`src/rtl/cpu_pkg.sv`:
```
// cpu_pkg: encodings shared by the microcode sequencer and the datapath
package cpu_pkg;
  typedef enum logic [3:0] {
    BUS_NONE = 4'd0,
    BUS_PC   = 4'd1,
    BUS_A    = 4'd2,
    BUS_ALU  = 4'd3,
    BUS_B    = 4'd4,
    BUS_RAM  = 4'd5,
    BUS_IR   = 4'd6
  } bus_sel_e;
  typedef enum logic [1:0] {
    ALU_ADD = 2'd0,
    ALU_SUB = 2'd1,
    ALU_SLL = 2'd2,
    ALU_SRL = 2'd3
  } alu_op_e;
  localparam logic [3:0] OP_NOP = 4'd0;
  localparam logic [3:0] OP_LDA = 4'd1;
  localparam logic [3:0] OP_ADD = 4'd2;
  localparam logic [3:0] OP_SUB = 4'd3;
  localparam logic [3:0] OP_STA = 4'd4;
  localparam logic [3:0] OP_LDI = 4'd5;
  localparam logic [3:0] OP_JMP = 4'd6;
  localparam logic [3:0] OP_JC  = 4'd7;
  localparam logic [3:0] OP_JZ  = 4'd8;
  localparam logic [3:0] OP_OUT = 4'd14;
  localparam logic [3:0] OP_HLT = 4'd15;
endpackage

```
`src/rtl/cpu_alu.sv`:
```
// cpu_alu: combinational 8-bit ALU; shift ops exist only with CPU_DATAPATH_SHIFT_EN,
// otherwise ops 2 and 3 add.
module cpu_alu
  import cpu_pkg::*;
(
  input  logic [7:0] a,
  input  logic [7:0] b,
  input  logic [1:0] op,
  output logic [7:0] result,
  output logic       carry
);
  logic [8:0] sum;
  always_comb begin
    sum = (op == ALU_SUB) ? {1'b0, a} + {1'b0, ~b} + 9'd1 : {1'b0, a} + {1'b0, b};
`ifdef CPU_DATAPATH_SHIFT_EN
    {carry, result} = (op == ALU_SLL) ? {a[7], a[6:0], 1'b0} :
                      (op == ALU_SRL) ? {a[0], 1'b0, a[7:1]} : sum;
`else
    {carry, result} = sum;
`endif
  end
endmodule

```
`src/rtl/cpu_datapath.sv`:
```
// cpu_datapath: 8-bit teaching-CPU register/bus datapath (PC, MAR, RAM, IR, A, B, ALU,
// flags, OUT) driven by the sequencer's control lines.
module cpu_datapath
  import cpu_pkg::*;
(
  input  logic       clock,
  input  logic       bReset,
  input  logic       hlt,
  input  logic       memory_in,
  input  logic       ram_in,
  input  logic       instruction_in,
  input  logic       reg_a_in,
  input  logic       reg_b_in,
  input  logic [1:0] alu_op,
  input  logic       out_in,
  input  logic       advance_pc,
  input  logic       pc_in,
  input  logic       flags_in,
  input  logic [3:0] bus_selector,
  input  logic       prog_we,
  input  logic [3:0] prog_addr,
  input  logic [7:0] prog_data,
  output logic [3:0] instruction,
  output logic       carry_flag,
  output logic       zero_flag,
  output logic [7:0] out_value,
  output logic       out_valid,
  output logic       halted,
  output logic [3:0] pc_dbg,
  output logic [7:0] reg_a_dbg
);
  logic [3:0] pc, mar;
  logic [7:0] ir, reg_a, reg_b, bus, alu_result;
  logic       alu_carry, flags_pending;
  logic [7:0] ram [16];
  cpu_alu u_alu (
    .a      (reg_a),
    .b      (reg_b),
    .op     (alu_op),
    .result (alu_result),
    .carry  (alu_carry)
  );
  always_comb
    bus = (bus_selector == BUS_PC)  ? {4'h0, pc} :
          (bus_selector == BUS_A)   ? reg_a :
          (bus_selector == BUS_ALU) ? alu_result :
          (bus_selector == BUS_B)   ? reg_b :
          (bus_selector == BUS_RAM) ? ram[mar] :
          (bus_selector == BUS_IR)  ? {4'h0, ir[3:0]} : 8'h00;
  always_ff @(posedge clock or posedge bReset)
    if (bReset) begin
      pc            <= '0;
      mar           <= '0;
      ir            <= '0;
      reg_a         <= '0;
      reg_b         <= '0;
      out_value     <= '0;
      out_valid     <= 1'b0;
      carry_flag    <= 1'b0;
      zero_flag     <= 1'b0;
      flags_pending <= 1'b0;
      halted        <= 1'b0;
    end else begin
      if (hlt) halted <= 1'b1;
      // an OUT load in the hlt cycle still lands, but must not pulse once halted
      out_valid <= out_in && !halted && !hlt;
      if (!halted) begin
        if (flags_pending) begin
          carry_flag <= alu_carry;
          zero_flag  <= (alu_result == 8'h00);
        end
        flags_pending <= flags_in;
        if (memory_in) mar <= bus[3:0];
        if (instruction_in) ir <= bus;
        if (reg_a_in) reg_a <= bus;
        if (reg_b_in) reg_b <= bus;
        if (out_in) out_value <= bus;
        if (pc_in) pc <= bus[3:0];
        else if (advance_pc) pc <= pc + 4'd1;
      end
    end
  // RAM keeps its contents across reset; the program port wins a same-address clash
  always_ff @(posedge clock) begin
    if (ram_in && !halted && !bReset) ram[mar] <= bus;
    if (prog_we) ram[prog_addr] <= prog_data;
  end
  assign instruction = ir[7:4];
  assign pc_dbg      = pc;
  assign reg_a_dbg   = reg_a;
endmodule

```
`config.mk`:
```
export PLATFORM = sky130hd
export DESIGN_NAME = cpu_datapath
export DESIGN_NICKNAME = d
export VERILOG_FILES = /design/src/rtl/cpu_pkg.sv /design/src/rtl/cpu_alu.sv /design/src/rtl/cpu_datapath.sv
export SDC_FILE = /design/constraint.sdc
export NUM_CORES = 1
export LEC_CHECK = 0
export BUFFER_PORTS_ARGS = -buffer_cell sky130_fd_sc_hd__buf_2
export CAP_MARGIN = 20
export CORE_MARGIN = 2
export CORE_UTILIZATION = 35
export DETAILED_ROUTE_END_ITERATION = 10
export PLACE_DENSITY_LB_ADDON = 0.2
export SETUP_SLACK_MARGIN = 0.3
export SYNTH_ARGS = -nofsm -noshare
export SYNTH_HDL_FRONTEND = slang
export SYNTH_SLANG_ARGS = --single-unit
```
`constraint.sdc`:
```
create_clock -name clock -period 8.2 [get_ports clock]
set_input_delay 0.41 -clock clock [delete_from_list [all_inputs] [get_ports clock]]
set_output_delay 0.41 -clock clock [all_outputs]
set_load 0.02 [all_outputs]
```
======== Word-level counts from Yosys, hierarchy flattened ========
Memories as Yosys holds them, arrays and structs flattened.
Index checks and enable logic that the tools add are counted.
storage, ports and cells
  logic and storage cells ................. 54
  input port bits ......................... 31
  memory bits (writable) .................. 128
  bits in registers ....................... 45
  output and inout bits ................... 28
  memories ................................ 1
operators by class
  eq/ne operators ......................... 7
  reduce and logical (&&, ||, !) cells .... 16
  add/subtract/negate cells ............... 4
  bitwise gates (word level) .............. 2
  mux-type cells .......................... 13
memories
  memory  depth  bits a word  rd ports  clocked after memory_dff  write ports  RTL line            text
  ram     16     8            1         0                         2            cpu_datapath.sv:35  logic [7:0] ram [16];
operators by type and width
  kind                                                                   count
  8-bit 2-to-1 mux                                                       5
  8-bit by 8-bit adder with 9-bit output                                 2
  2-bit AND reduction                                                    7
  4-bit by 3-bit equality test with 1-bit output, second input constant  3
  4-bit 2-to-1 mux                                                       3
  9-bit by 1-bit adder with 9-bit output, second input constant          1
  9-bit 2-to-1 mux                                                       1
  4-bit by 2-bit equality test with 1-bit output, second input constant  2
  8-bit logical NOT                                                      1
  8-bit NOT                                                              1
  4-bit by 1-bit adder with 4-bit output, second input constant          1
  4-bit by 1-bit equality test with 1-bit output, second input constant  1
  1-bit logical AND                                                      4
  1-bit 2-to-1 mux                                                       4
  1-bit logical NOT                                                      3
  2-bit by 1-bit equality test with 1-bit output, second input constant  1
  2-bit nonzero test                                                     1
  1-bit NOT                                                              1

======== Longest topological paths before layout ========
  depth in word-level cells ............... 8
  depth in mapped cells ................... 11
  mapped depth without buffers ............ 10

======== Cells and area by module ========
A second synthesis with hierarchy kept.
second synthesis, totals
  cells, all modules ...................... 947
  area, all modules ....................... 9,596.7 um^2
modules (own cells, without submodules)
  module        area each (um^2)  times used  cells an instance  seq. area each (um^2)
  cpu_datapath  8,907.3           1           858                4,969.8
  cpu_alu       689.4             1           89                 0.0

======== Least setup slack after synthesis ========
Ideal clock, no wire load.
  path kind ............................... register to register
  start ................................... register reg_a[0] (netlist: reg_a_dbg[0])
  end ..................................... memory ram[11][6], data pin
  slack ................................... 5.015 ns
  setup time .............................. 0.263 ns
  stages on the path, launching flop included .. 12
  buffers on the path ..................... 1
  arrival time ............................ 2.922 ns
  data required time ...................... 7.937 ns
  period minus slack after synthesis ...... 3.185 ns
  path through ............................ dfrtp_1 > inv_1 > ha_1 > inv_1 > fa_1 > a211oi_1 > nor3_1 > o311a_1 > or4_1 > a31oi_4 > buf_8 > a21oi_2
RTL lines
  element                   RTL line            text
  start: declaration        cpu_datapath.sv:33  logic [7:0] ir, reg_a, reg_b, bus, alu_result;
  start signal: assignment  cpu_datapath.sv:75  if (reg_a_in) reg_a <= bus;
  end: declaration          cpu_datapath.sv:35

==> flow_metrics.py <==
metrics = {
    "yosys": {
        "netlist_area_sq_mm": 0.00982,
        "ys_top_cells_by_count": "edfxtp_1 (128), nand2_1 (103), nor2_1 (93)",
        "syn_nets": 931,
        "yosysTopAreaCell": "edfxtp_1",
        "synth_cell_types": 73,
        "ys_seq_elements": 173,
        "yosys_most_used_dff": "edfxtp_1",
        "synth_seq_area_share_pct": 50.6,
        "synth_top_cell_area_share_pct": 39.1,
        "synth_edf_count": 128,
        "syn_inst": 880,
        "yosysMostFrequentCell": "edfxtp_1",
        "synth_async_sr_flop_share_pct": 26.0,
        "yosys_warnings": 0,
        "synth_area_leaders": "edfxtp_1 (39%), dfrtp_1 (11%), mux2_2 (5.3%), mux4_1 (4.5%), o21ai_0 (4.4%)",
        "synth_area_per_cell_sq_um": 11.2,
    },
    "detailed_routing": {
        "wl_per_cell_microns": 20.9,
        "drtPass1Iterations": 6,
        "routed_via_density": 5.36,
        "vias": 6953,
        "ant_nets": 0,
        "routed_wl_microns": 27100,
        "first_iter_violations": 523,
        "drc": 0,
    },
    "finish": {
        "antenna_cells": 0,
        "postLayoutCoreUtil_pct": 39.5,
        "stdcell_count": 1297,
        "stdcell_area_sq_mm": 0.0109,
        "layout-drive-gt1-share_pct": 21.1,
        "syn2layout_area_growth_pct": 11.4,
        "nNetsFinal": 957,
    },
    "timing": {
        "hold_violations": 17,
        "fin_hold_ws_ns": -0.0148,
        "drv_slew": 0,
        "timing.slew.headroom_pct": 23.5,
        "rsz0062_at_grt": "false",
        "skew_ns": 0.0161,
        "worst_slew_pin_slew_ns": 1.14,
        "setup_tns_ns": 0,
        "fin_crit_sh_pct": 44.7,
        "setup_violations": 0,
        "fmax_mhz": 273,
        "postLayoutSetupSlackWorst_ns": 4.54,
        "post-route-min-period_ns": 3.66,
    },
    "clock_tree": {
        "hold_buffers": 0,
        "root_buffer": "clkbuf_16",
        "ctsResizeCount": 0,
        "cts_tree": "done",
        "numCtsBuffers": 17,
        "clock-sinks": 173,
        "post_cts_buffers": 0,
        "h-tree-depth": 4,
        "clk_path_buf_depth": 2,
        "clkTransAtPathRegs_ns": 0.07,
        "clk_latency_ns": 0.44,
    },
    "worst_setup_path": {
        "reg2reg_depth": 10,
        "critical_path.startpoint_type": "flop",
        "crit_chain": "inv_1 > ha_1 > inv_1 > fa_1 > a211oi_1 > nor3_1 > o311a_1 > or4_1 > a31oi_4 > a21oi_1",
        "crit_buf_inv": 2,
        "critPathTopFamily": "compound AO/OA/AOI/OAI gates",
        "r2r_end": "ram[3][6]$_DFFE_PP_",
        "critical_path_depth": 10,
        "critical_path_arrival_ns": 3.81,
        "crit_fanout": 19,
        "end_kind": "flop",
        "rrSetupSlack_ns": 4.54,
        "crit_top_cell": "inv_1",
        "reg2reg_from": "reg_a_dbg[0]$_DFFE_PP0P_",
        "crit_path_start": "reg_a_dbg[0]$_DFFE_PP0P_",
        "max_stage_delay_ns": 0.71,
        "cp_data_required_time_ns": 8.34,
        "critPathKind": "flop to flop",
        "slowest_stage": "a31oi_4",
    },
    "run": {
        "maxCapViolations": 0,
    },
    "global_route": {
        "grt_pass1_vias": 6831,
        "grt_max_degree": 46,
        "antenna_found_initial": 1,
        "gr-total-overflow": 0,
        "grt.total_usage_pct": 19.1,
        "grt_pass1_wl_microns": 41500,
    },
    "power": {
        "ir_worst_vdd_v": 0.000116,
        "p_per_area_mw_per_mm2": 190,
        "total_power_mw": 2.08,
        "p_leak_nw": 4.04,
    },
    "place": {
        "dp.cells": 1261,
        "gp_congestion": 0.841,
        "post-dp-hpwl_microns": 18500,
        "placed_cell_area_sq_mm": 0.0103,
        "dp_slack_ns": 4.60,
        "portBuffers": 58,
    },
    "die": {
        "rows": 61,
        "initial_core_util_pct": 35.5,
        "die_h_microns": 172,
        "io_pins": 59,
        "core_sq_mm": 0.0277,
        "die_area_sq_mm": 0.0294,
        "fp.dieW_microns": 172,
    },
    "min_path": {
        "hold_class": "input port to async pin",
    },
    "run_status": {
        "status": "finished with violations",
        "violations": "hold timing",
    },
}
## per-layer routing
| metal | wire (microns) | global-route usage (%) |
|---|---|---|
| met1 | 11800 | 25.0 |
| met5 | 7 | 0 |
| met2 | 13300 | 32.2 |
| met3 | 1510 | 3.50 |
| met4 | 468 | 5.90 |
## flip-flops by register name, summed over array words and instances, names as in the netlist
signal         cells
zero_flag          1
ir                 8
reg_a_dbg          8
flags_pending      1
mar                4
halted             1
out_value          8
out_valid          1
pc_dbg             4
carry_flag         1
reg_b              8
ram              128
## cell usage in the layout, fill, tap and decap left out, types with 3 or more instances in the layout
cell type  count
o22ai_1        3
and3_1         4
nand2_1      103
dfrtp_1       44
o21ai_0       72
nand4_1        3
a21oi_2       10
nand2b_1      16
o211ai_1       3
mux2i_1       12
nor3_1        11
buf_4         14
edfxtp_1     128
ha_1          18
o21ai_1       24
a21oi_1       59
clkbuf_16     17
mux2_2        46
mux4_2        16
clkinv_8       3
a2111oi_0      4
nand3_1       14
inv_1         19
a211oi_1       4
nor2_1        93
mux4_1        17
nand3b_1       3
nor2b_1       20
inv_8          5
buf_2         58
o2bb2ai_1      3
nor3b_1        5
or2_2          3
## worst max path at each step
stage and to:
2_1_floorplan ram[11][6]$_DFFE_PP_, 3_3_place_gp ram[3][6]$_DFFE_PP_, 3_5_place_dp ram[3][6]$_DFFE_PP_, 4_1_cts ram[3][6]$_DFFE_PP_
5_1_grt ram[3][6]$_DFFE_PP_, 6_report ram[3][6]$_DFFE_PP_
## worst reg2reg max path, delay by kind of cell (launching register included)
family,cells,cell delay (ns)
DFF,1,0.42
adders and majority gates,2,0.54
buffers and inverters,2,0.15
and+or+nand+nor,2,0.70
AOI/OAI and AO/OA,4,1.58
## logic make-up (layout without fill, tap and decap cells)
| family | after synthesis | after routing | synth area share, % |
|---|---|---|---|
| xor gates and xnor gates | 3 | 3 | 0.268 |
| buffers and inverters | 87 | 126 | 4.66 |
| muxes | 91 | 91 | 14.7 |
| and+or+nand+nor | 283 | 283 | 12.9 |
| adders and majority gates | 20 | 20 | 2.70 |
| DFF | 173 | 173 | 50.6 |
| AOI/OAI and AO/OA | 223 | 223 | 14.1 |
## where the power goes
part	leakage [nW]	internal, mW	switching [mW]
clock	0.276	0.407	0.393
sequential	1.77	0.972	0.0227
combinational	1.99	0.109	0.178
## layout make-up
cell class | count | area [sq um]
Multi-Input combinational cell | 620 | 4410
Inverter | 20 | 75.1
Fill cell | 2698 | 16800
Clock inverter | 14 | 150
Tap cell | 378 | 473
Sequential cell | 173 | 4970
Clock buffer | 18 | 429
Timing Repair Buffer | 74 | 430
Power figures use the tool's default switching activity.
